### config.mk
export PLATFORM = sky130hd
export DESIGN_NAME = cnn_layer_accel_result_packer
export DESIGN_NICKNAME = d
export VERILOG_FILES = /design/src/rtl/cnn_layer_accel_result_packer.sv
export SDC_FILE = /design/constraint.sdc
export NUM_CORES = 1
export LEC_CHECK = 0
export BUFFER_PORTS_ARGS = -buffer_cell sky130_fd_sc_hd__buf_4
export CELL_PAD_IN_SITES_DETAIL_PLACEMENT = 0
export CELL_PAD_IN_SITES_GLOBAL_PLACEMENT = 2
export CORE_ASPECT_RATIO = 2
export CORE_MARGIN = 1.5
export CORE_UTILIZATION = 38
export DETAILED_ROUTE_END_ITERATION = 10
export PLACE_DENSITY = 0.76
export SLEW_MARGIN = 20
export SYNTH_ARGS = -nofsm -noshare
export SYNTH_HDL_FRONTEND = slang
export SYNTH_SLANG_ARGS = --single-unit
### constraint.sdc
create_clock -name clk_core -period 4.49 [get_ports clk_core]
set_input_delay 0.2245 -clock clk_core [delete_from_list [all_inputs] [get_ports clk_core]]
set_output_delay 0.2245 -clock clk_core [all_outputs]
set_load 0.03 [all_outputs]
### src/rtl/cnn_layer_accel_result_packer.sv
// Result packer: gathers eight 16-bit quad results into one 128-bit word,
// buffers packed words in a small FIFO and reports job completion.
module cnn_layer_accel_result_packer #(
    parameter int C_FIFO_DEPTH = 4,
    parameter int C_CNT_WIDTH  = 20
) (
    input  logic                   clk_core,
    input  logic                   rst,
    input  logic                   cfg_load,
    input  logic [C_CNT_WIDTH-1:0] cfg_num_results,
    input  logic                   result_valid,
    output logic                   result_accept,
    input  logic [15:0]            result_data,
    output logic                   pack_valid,
    input  logic                   pack_ready,
    output logic [127:0]           pack_data,
    output logic [7:0]             pack_keep,
    output logic                   pack_last,
    output logic                   busy,
    output logic                   job_done
);

    localparam int AW = $clog2(C_FIFO_DEPTH);
    localparam int EW = 137;
    localparam logic [AW:0] FULL_V = (AW+1)'(C_FIFO_DEPTH);
    localparam logic [C_CNT_WIDTH-1:0] ONE_V = C_CNT_WIDTH'(1);

    typedef enum logic [1:0] {
        S_IDLE,
        S_RUN,
        S_DRAIN
    } state_e;

    state_e                 state_q;
    state_e                 state_d;
    logic [C_CNT_WIDTH-1:0] cnt_q;
    logic [C_CNT_WIDTH-1:0] cnt_d;
    logic [2:0]             idx_q;
    logic [2:0]             idx_d;
    logic [111:0]           part_q;
    logic [111:0]           part_d;
    logic [EW-1:0]          mem_q [C_FIFO_DEPTH];
    logic [EW-1:0]          mem_d [C_FIFO_DEPTH];
    logic [AW-1:0]          wr_q;
    logic [AW-1:0]          wr_d;
    logic [AW-1:0]          rd_q;
    logic [AW-1:0]          rd_d;
    logic [AW:0]            occ_q;
    logic [AW:0]            occ_d;
    logic                   done_q;
    logic                   done_d;

    logic                   acc;
    logic                   fin;
    logic                   push;
    logic                   pop;
    logic [127:0]           word;
    logic [7:0]             keep;
    logic [EW-1:0]          head;

    // Handshakes, word assembly and the FIFO head view.
    always_comb begin
        result_accept = (state_q == S_RUN) && (occ_q < FULL_V);
        acc           = result_valid && result_accept;
        fin           = acc && (cnt_q == ONE_V);
        push          = acc && ((idx_q == 3'd7) || fin);
        head          = mem_q[rd_q];
        pack_valid    = (occ_q != '0);
        pop           = pack_valid && pack_ready;
        word          = {16'h0000, part_q};
        word[{idx_q, 4'b0000} +: 16] = result_data;
        // Lanes 0..idx are populated; the rest stay zero.
        keep          = 8'hFF >> (3'd7 - idx_q);
    end

    // Outputs are forced to zero while the FIFO is empty.
    always_comb begin
        pack_data = '0;
        pack_keep = '0;
        pack_last = 1'b0;
        if (pack_valid) begin
            pack_data = head[127:0];
            pack_keep = head[135:128];
            pack_last = head[136];
        end
        busy     = (state_q != S_IDLE);
        job_done = done_q;
    end

    // Lane index, partial word and results-remaining counter.
    always_comb begin
        idx_d  = idx_q;
        part_d = part_q;
        cnt_d  = cnt_q;
        if ((state_q == S_IDLE) && cfg_load) begin
            cnt_d = cfg_num_results;
        end
        if (acc) begin
            cnt_d = cnt_q - ONE_V;
            if (push) begin
                idx_d  = '0;
                part_d = '0;
            end else begin
                idx_d  = idx_q + 3'd1;
                part_d = word[111:0];
            end
        end
    end

    // Packed-word FIFO: push completed words, pop on the output handshake.
    always_comb begin
        mem_d = mem_q;
        wr_d  = wr_q;
        rd_d  = rd_q;
        occ_d = occ_q;
        if (push) begin
            mem_d[wr_q] = {fin, keep, word};
            wr_d        = wr_q + AW'(1);
        end
        if (pop) begin
            rd_d = rd_q + AW'(1);
        end
        case ({push, pop})
            2'b10:   occ_d = occ_q + (AW+1)'(1);
            2'b01:   occ_d = occ_q - (AW+1)'(1);
            default: occ_d = occ_q;
        endcase
    end

    // Job sequencing: run until the last result, drain until it leaves.
    always_comb begin
        state_d = state_q;
        done_d  = 1'b0;
        unique case (state_q)
            S_IDLE: begin
                if (cfg_load) begin
                    if (cfg_num_results == '0) begin
                        done_d = 1'b1;
                    end else begin
                        state_d = S_RUN;
                    end
                end
            end
            S_RUN: begin
                if (fin) begin
                    state_d = S_DRAIN;
                end
            end
            S_DRAIN: begin
                if (pop && head[136]) begin
                    state_d = S_IDLE;
                    done_d  = 1'b1;
                end
            end
            default: state_d = S_IDLE;
        endcase
    end

    // State register; reset discards any job in flight.
    always_ff @(posedge clk_core) begin
        if (rst) begin
            state_q <= S_IDLE;
            cnt_q   <= '0;
            idx_q   <= '0;
            part_q  <= '0;
            wr_q    <= '0;
            rd_q    <= '0;
            occ_q   <= '0;
            done_q  <= 1'b0;
            for (int i = 0; i < C_FIFO_DEPTH; i++) begin
                mem_q[i] <= '0;
            end
        end else begin
            state_q <= state_d;
            cnt_q   <= cnt_d;
            idx_q   <= idx_d;
            part_q  <= part_d;
            wr_q    <= wr_d;
            rd_q    <= rd_d;
            occ_q   <= occ_d;
            done_q  <= done_d;
            mem_q   <= mem_d;
        end
    end

endmodule

* After elaboration in Yosys (flattened, before gate mapping)
Cells that the tools add are included.
** Cells by class
- Add/subtract/negate cells :: 8
- Multiply operators :: 0
- Div/mod/pow operators :: 0
- Magnitude comparators :: 4
- Eq/ne operators :: 10
- Shift operators :: 3
- Muxes and demuxes :: 24
- Bitwise operators :: 2
- Reduce and logical (&&, ||, !) cells :: 16
** Operators with widths (count)
- 548-bit bitwise mux :: 1
- 137-bit 2-to-1 mux :: 3
- 137-bit binary-select mux with 2-bit select :: 1
- 137-bit demux with 2-bit select :: 1
- 128-bit bitwise mux :: 1
- 128-bit 2-to-1 mux :: 1
- 16-bit by 9-bit variable shift with 128-bit output, first input constant :: 1
- 16-bit by 9-bit variable part select with 128-bit output :: 1
- 112-bit 2-to-1 mux :: 1
- 20-bit 2-to-1 mux :: 2
- 20-bit by 1-bit == test with 1-bit output, second input constant :: 1
- 20-bit logical NOT :: 1
- 20-bit by 1-bit subtractor with 20-bit output, second input constant :: 1
- 7-bit negator with 9-bit output :: 1
- 1-bit logical AND :: 8
- 2-bit 2-to-1 mux :: 4
- 8-bit 2-to-1 mux :: 1
- 2-bit inequality test, second input constant :: 4
- 8-bit by 3-bit >> shifter with 8-bit output, first input constant :: 1
- 3-bit by 1-bit adder with 3-bit output, second input constant :: 2
- 3-bit greater-or-equal comparator, second input constant :: 2
- 2-bit NOT with 3-bit output :: 2
- 2-bit case mux with 3 select lines :: 1
- 3-bit case mux with 2 select lines :: 1
- other kinds (16) :: 24
** Word-level totals
- Register bits :: 693
- Bits in latches :: 0
- Memory bits (writable) :: 0
- ROM bits :: 0
- Input bits :: 41
- Output and inout bits :: 141
- Memories :: 0

* Depth between registers and ports, before layout
Gate-level depths: netlist of the first run.
- Depth after elaboration :: 8
- Mapped depth :: 14
- Mapped depth without buffers :: 12

* Worst setup path before layout of the first run
OpenSTA, ideal clock, no wires.
- Path kind :: reg-to-reg
- From :: register idx_q[0]
- To :: register part_q[70]
- Library setup time :: 0.061 ns
- Arrival :: 3.058 ns
- Required time :: 4.429 ns
- Slack :: 1.371 ns
- Stages on the path, launching flop included :: 14
- Path buffers :: 6
- Cell sequence :: dfxtp_1 buf_2 buf_2 inv_1 ha_1 ha_1 buf_2 clkbuf_1 o21a_1 clkbuf_1 clkbuf_1 nand3_1 a21oi_1 a22o_1
** Between the ends
- Word-level cells in the longest chain between the ends :: 4
- Elaborated cells on any way between the ends :: 8
- Those cells by class :: add/sub (1); eq/ne (1); shift (2); mux (2); reduce/logical (2)
** RTL lines
- start, declared :: line 38 : logic [2:0] idx_q;
- start signal, assigned :: line 176 : idx_q <= idx_d;
- 7-bit negator with 9-bit output / 3-bit == test (equally long branches) :: line 71, 66
- 16-bit by 9-bit variable part select with 128-bit output (tied with other cells) :: line 71 : word[{idx_q, 4'b0000} +: 16] = result_data;
- 128-bit bitwise mux / 1-bit logical AND (equally long branches) :: line 71, 66
- 112-bit 2-to-1 mux * :: line 100 : if (push) begin
- end signal, assigned :: line 177 : part_q <= part_d;
- end, declared :: line 40 : logic [111:0] part_q;
Mark *: on every way between the ends. The rest lies on a longest branch, timed or not.
A chain may end at the register's enable or synchronous reset.

* Worst setup path in the final report of the first run
- From :: register idx_q[0]
- To :: register mem_q[339] (netlist name)
** Between the ends
- Word-level cells in the longest chain between the ends :: 4
- Elaborated cells on any way between the ends :: 8
- Those cells by class :: add/sub (1); eq/ne (1); shift (2); mux (2); reduce/logical (2)
** RTL lines
- 7-bit negator with 9-bit output :: line 71
- 16-bit by 9-bit variable part select with 128-bit output / 16-bit by 9-bit variable shift with 128-bit output (equally long branches) :: line 71
- 128-bit bitwise mux :: line 71
- 548-bit bitwise mux :: line 117 : mem_d[wr_q] = {fin, keep, word};
- end signal, assigned :: line 182 : mem_q <= mem_d;
- end, declared :: line 42 : logic [EW-1:0] mem_q [C_FIFO_DEPTH];
Several ways; a longest one is shown, not always the timed one.

==> results of run 1 <==
## layer usage
layer  share of wire, %  routed length (um)  up-vias  track usage (%)
li1                   -                   -    12652                -
met1                 41               43400    13041             29.4
met2                 52               54400      736             43.8
met3                4.5                4750      126             3.04
met4                2.6                2710        0             7.32
met5                  0                   0        -                0
## state kept, by name, indices dropped and copies added (netlist names)
signal / count
job_done: 1
idx_q: 3
cnt_q: 20
rd_q: 2
wr_q: 2
mem_q: 548
part_q: 112
occ_q: 3
state_q: 2
## path summary, 6_finish.rpt
path	startpoint	end	slack, ns	cells past startpoint
worst min-delay path	cfg_num_results[19]	cnt_q[19]$_SDFFE_PP0P_	0.04	3
worst max register to register	idx_q[0]$_SDFFE_PP0P_	mem_q[339]$_SDFFE_PP0P_	0.71	8
worst min register to register	mem_q[544]$_SDFFE_PP0P_	mem_q[544]$_SDFFE_PP0P_	0.45	2
worst max-delay path	idx_q[0]$_SDFFE_PP0P_	mem_q[339]$_SDFFE_PP0P_	0.71	8
## final cells by class
class                   count  area (um2)  share of cell area, %
flip-flops and latches    693       13900                   38.0
clock buffers             114        2130                   5.82
well taps                1064        1330                   3.64
inverters                  17        63.8                  0.175
multi-input cells        2607       16700                   45.8
clock inverters             7        67.6                  0.185
repair buffers            277        2350                   6.43
## worst min-delay path, cell delays in order
cell and delay [ns]:
buf_4 0.09, nor2_1 0.08, nor4_1 0.21
## what timing repair did
item / CTS / global route
endpoints found under the setup margin: 0 / 0
hold buffers: 21 / 0
endpoints found under the hold margin: 21 / 0
gates resized for setup: 0 / 0
## logic make-up after synthesis
group | share of synthesized area [%]
compound gates | 12.8
xor+xnor | 0.136
fa+ha+maj | 0.647
buf+inv | 4.97
flops | 43.2
mux | 9.80
simple gates | 28.5
## power by group
group          leakage [nW]  switching, mW  internal [mW]  total (mW)
Clock                  1.08           2.50           3.28        5.79
Combinational          6.70          0.425          0.211       0.636
Sequential             5.58         0.0321           6.17        6.20
## through the flow
step	setup slack, ns	utilization (%)	area [um2]
2_1_floorplan	1.37	-	32100
3_3_place_gp	0.796	40.8	34100
3_5_place_dp	0.780	40.8	34100
4_1_cts	0.753	43.7	36600
5_1_grt	0.554	43.7	36600
6_report	0.707	43.7	36600
## placed cells by master (no fill, tap or decap), drive strengths merged, types with 16 or more instances in the layout
| master | n |
|---|---|
| buf | 256 |
| clkbuf | 114 |
| a21oi | 152 |
| a32o | 32 |
| o21ai | 360 |
| nand3 | 123 |
| nand2 | 781 |
| nor2 | 76 |
| nor4 | 20 |
| a211oi | 16 |
| dlygate4sd3 | 21 |
| dfxtp | 693 |
| nand2b | 264 |
| o2bb2ai | 32 |
| mux4 | 137 |
| a22o | 47 |
| inv | 18 |
| nor3 | 18 |
| nand4 | 34 |
| and2 | 139 |
| nand3b | 258 |
==> flow_metrics.tcl, run 1 <==
set metrics [dict create \
    root_buffer "clkbuf_16" \
    power.density_mw_per_mm2 345 \
    post_cts_buffers 0 \
    syn_inst 3667 \
    fin_cells 4779 \
    num_vias 26555 \
    arrival_ns 4.35 \
    worst_path_dominant_cell_family "buffers and inverters" \
    initial_utilization_pct 38.4 \
    synth_common_cells "780 x nand2_1, 693 x dfxtp_1, 311 x o21ai_0" \
    gr-usage-all-layers_pct 24.1 \
    firstDrtPassIters 6 \
    fp.coreArea_mm2 0.0837 \
    finalCritPeriodShare_pct 84.2 \
    seq_area_frac_synth_pct 43.2 \
    crit_required_ns 5.05 \
    critPathKind "reg2reg" \
    timing.hold.ws_ns 0.0447 \
    max_slew_margin_pct 15.0 \
    synth.most_common_cell "nand2_1" \
    final_antenna_net_count 0 \
    hold_path_class "in2reg" \
    cpMaxStageDelayCell "a21oi_4" \
    synthTopCellsByArea "dfxtp_1 43%, mux4_2 9.6%, nand2_1 9.1%" \
    rows 150 \
    layout.nets 3721 \
    grt_pass1_vias 26829 \
    antenna_cells 0 \
    cp_slowest_stage_delay_ns 0.86 \
    max-clock-path-buffers 3 \
    setup-tns-final_ns 0 \
    die_h_um 414 \
    avgSynthCellArea_um2 8.75 \
    setup_viol 0 \
    synth_largest_area_cell "dfxtp_1" \
    place_inst 4637 \
    drv_slew 0 \
    fmaxAchievable_mhz 264 \
    clk_pin_slew_ns 0.06 \
    dieArea_mm2 0.0863 \
    numPortBuffers 181 \
    outcome "completed" \
    fill_cells 8145 \
    crit_fanout 118 \
    drt_iter0_markers 1898 \
    rsz0062_at_grt "no" \
    via_per_inst 5.56 \
    grt_pass1_wl_mm 163 \
    grt-ovfl-total 0 \
    syn_to_final_growth_pct 13.9 \
    yosysUniqueCellTypes 69 \
    drive_gt1_share_pct 14.2 \
    final.min_clock_period_ns 3.78 \
    gp_congestion 0.795 \
    cp_common_cell "ha_1" \
    antenna_found_initial 0 \
    post_drt_wl_per_cell_um 22.0 \
    synth-seq-cells 693 \
    ir_worst_vdd_mv 0.240 \
    ys.flop_type "dfxtp_1" \
    numCtsBuffers 68 \
    synthArstFlopShare_pct 0 \
    finalHoldViolCount 0 \
    path_cells "ha_1 > ha_1 > inv_1 > nor3_1 > a21oi_4 > buf_12 > nand3b_1 > nand2_1" \
    die_w_um 209 \
    totalWireLength_mm 105 \
    path_buf_inv 2 \
    power_leakage_nw 13.4 \
    drc 0 \
    clock_skew_ns 0.0165 \
    cts-htree-levels 3 \
    yosys_warnings 0 \
    clock_sinks 693 \
    cp-start-kind "flip-flop" \
    grt_max_degree 253 \
    ioPinCount 182 \
    worstMarginPinSlew_ns 1.28 \
    cap_violations 0 \
    power_mw 12.6 \
    endpoint_kind "flip-flop" \
    synth_nets 3724 \
    synth_top_cell_area_share_pct 43.2 \
    place_hpwl_mm 64.6 \
    cts_tree "done" \
    syn_area_mm2 0.0321 \
    synth_edf_count 0 \
    clk_latency_ns 0.63 \
]
No activity file was read; power rests on OpenSTA's default activity.
==> run 2, diff against run 1 <==
==> constraint.sdc (replaced) <==
create_clock -name clk_core -period 3.75 [get_ports clk_core]
set_input_delay 0.1875 -clock clk_core [delete_from_list [all_inputs] [get_ports clk_core]]
set_output_delay 0.1875 -clock clk_core [all_outputs]
set_load 0.03 [all_outputs]
==> run 2 against run 1 <==
Compared with the run above: combinational power up 22%; worst hold slack better by 0.067 ns; power up 20%; via count up 0.53%; critical path type unchanged; wire length about the same; highest routed layer unchanged; cell count up 0.50%; non-clock buffer count up 25; core utilization up 0.28 points; design area up 0.64%.
==> flow_metrics.tcl, run 2 (synthesis results as in run 1) <==
set metrics [dict create \
    ioPinCount 182 \
    largestRegisters "mem_q x548, part_q x112, cnt_q x20" \
    power_mw 15.2 \
    arrival_ns 3.83 \
    place_hpwl_mm 65.0 \
    worst_slack_ns 0.440 \
    gp_congestion 0.797 \
    root_buffer "clkbuf_16" \
    worstMarginPinSlew_ns 1.08 \
    die_w_um 209 \
    power.density_mw_per_mm2 413 \
    endpoint_kind "flip-flop" \
    dieArea_mm2 0.0863 \
    max-clock-path-buffers 3 \
    clk_latency_ns 0.66 \
    num_vias 26695 \
    clock_sinks 693 \
    clock_skew_ns 0.0247 \
    initial_utilization_pct 38.4 \
    setup-tns-final_ns 0 \
    layout_commonest_cell "nand2_1" \
    crit_required_ns 4.27 \
    clk_pin_slew_ns 0.07 \
    layout.nets 3747 \
    grt_pass1_wl_mm 163 \
    final_antenna_net_count 0 \
    fp.coreArea_mm2 0.0837 \
    setup_viol 0 \
    final_area_mm2 0.0368 \
    totalWireLength_mm 105 \
    numCtsBuffers 69 \
    outcome "completed" \
    cts_tree "done" \
    antenna_found_initial 0 \
    mostFrequentLayoutCells "780 x nand2_1, 691 x dfxtp_1, 311 x o21ai_0" \
    rsz0062_at_grt "no" \
    drive_gt1_share_pct 14.6 \
    die_h_um 414 \
    fill_cells 8157 \
    cts_resized 0 \
    via_per_inst 5.56 \
    place_area_mm2 0.0342 \
    fin_cells 4803 \
    syn_to_final_growth_pct 14.6 \
    gr-usage-all-layers_pct 24.2 \
    numPortBuffers 181 \
    finalHoldViolCount 0 \
    place_inst 4644 \
    cts-htree-levels 3 \
    post_drt_wl_per_cell_um 21.9 \
    crit_fanout 17 \
    drt_iter0_markers 1695 \
    hold_path_class "in2reg" \
    power_leakage_nw 13.5 \
    antenna_cells 0 \
    cp-start-kind "flip-flop" \
    post_cts_buffers 0 \
    final_util_pct 44.0 \
    max_slew_margin_pct 27.2 \
    firstDrtPassIters 7 \
    grt-ovfl-total 0 \
    hold_buffers 39 \
    rows 150 \
    timing.hold.ws_ns 0.112 \
    fmaxAchievable_mhz 302 \
    critPathKind "reg2reg" \
    final.min_clock_period_ns 3.31 \
    finalCritPeriodShare_pct 88.3 \
    grt_pass1_vias 27184 \
    dp_slack_ns 0.466 \
    largest_reg_flops 548 \
    largest_register "mem_q" \
    grt_max_degree 241 \
    drv_slew 0 \
    ir_worst_vdd_mv 0.280 \
    cap_violations 0 \
    drc 0 \
]
-- run 2: final cells by class --
type	instances	area, um2	area share (%)
clock buffer	94	1980	5.39
clock inverter	26	215	0.585
inverter	17	63.8	0.173
multi-input combinational	2607	16700	45.4
sequential	693	13900	37.7
tap	1064	1330	3.62
timing repair buffer	302	2600	7.07
-- run 2: where the power goes --
part / internal [mW] / leakage [nW] / switching (mW) / total [mW]
logic: 0.269 / 6.81 / 0.504 / 0.774
clock network: 3.87 / 1.10 / 3.11 / 6.98
registers: 7.38 / 5.58 / 0.0396 / 7.42
total: 11.5 / 13.5 / 3.66 / 15.2
-- run 2: layer usage --
metal | vias to the layer above | routed length [um] | global-route usage (%)
met1 | 13109 | 43200 | 28.9
li1 | 12698 | - | -
met3 | 170 | 4410 | 3.06
met4 | 0 | 3640 | 9.87
met5 | - | 0 | 0
met2 | 718 | 54000 | 43.5
-- run 2: final timing paths --
path | cells past startpoint | slack (ns) | to | start
hold reg to reg | 2 | 0.46 | mem_q[408]$_SDFFE_PP0P_ | mem_q[408]$_SDFFE_PP0P_
setup reg to reg | 9 | 0.44 | mem_q[147]$_SDFFE_PP0P_ | idx_q[1]$_SDFFE_PP0P_
hold / removal | 3 | 0.11 | mem_q[508]$_SDFFE_PP0P_ | rst
setup / recovery | 9 | 0.44 | mem_q[147]$_SDFFE_PP0P_ | idx_q[1]$_SDFFE_PP0P_
-- run 2: worst max-delay path: stages, from the launching register on --
cell and delay (ns):
dfxtp_1 0.47, buf_4 0.26, inv_1 0.12, ha_1 0.20
ha_1 0.49, or4b_1 0.92, o21ai_0 0.34, a21oi_1 0.17
nand2_1 0.11, o21ai_0 0.08
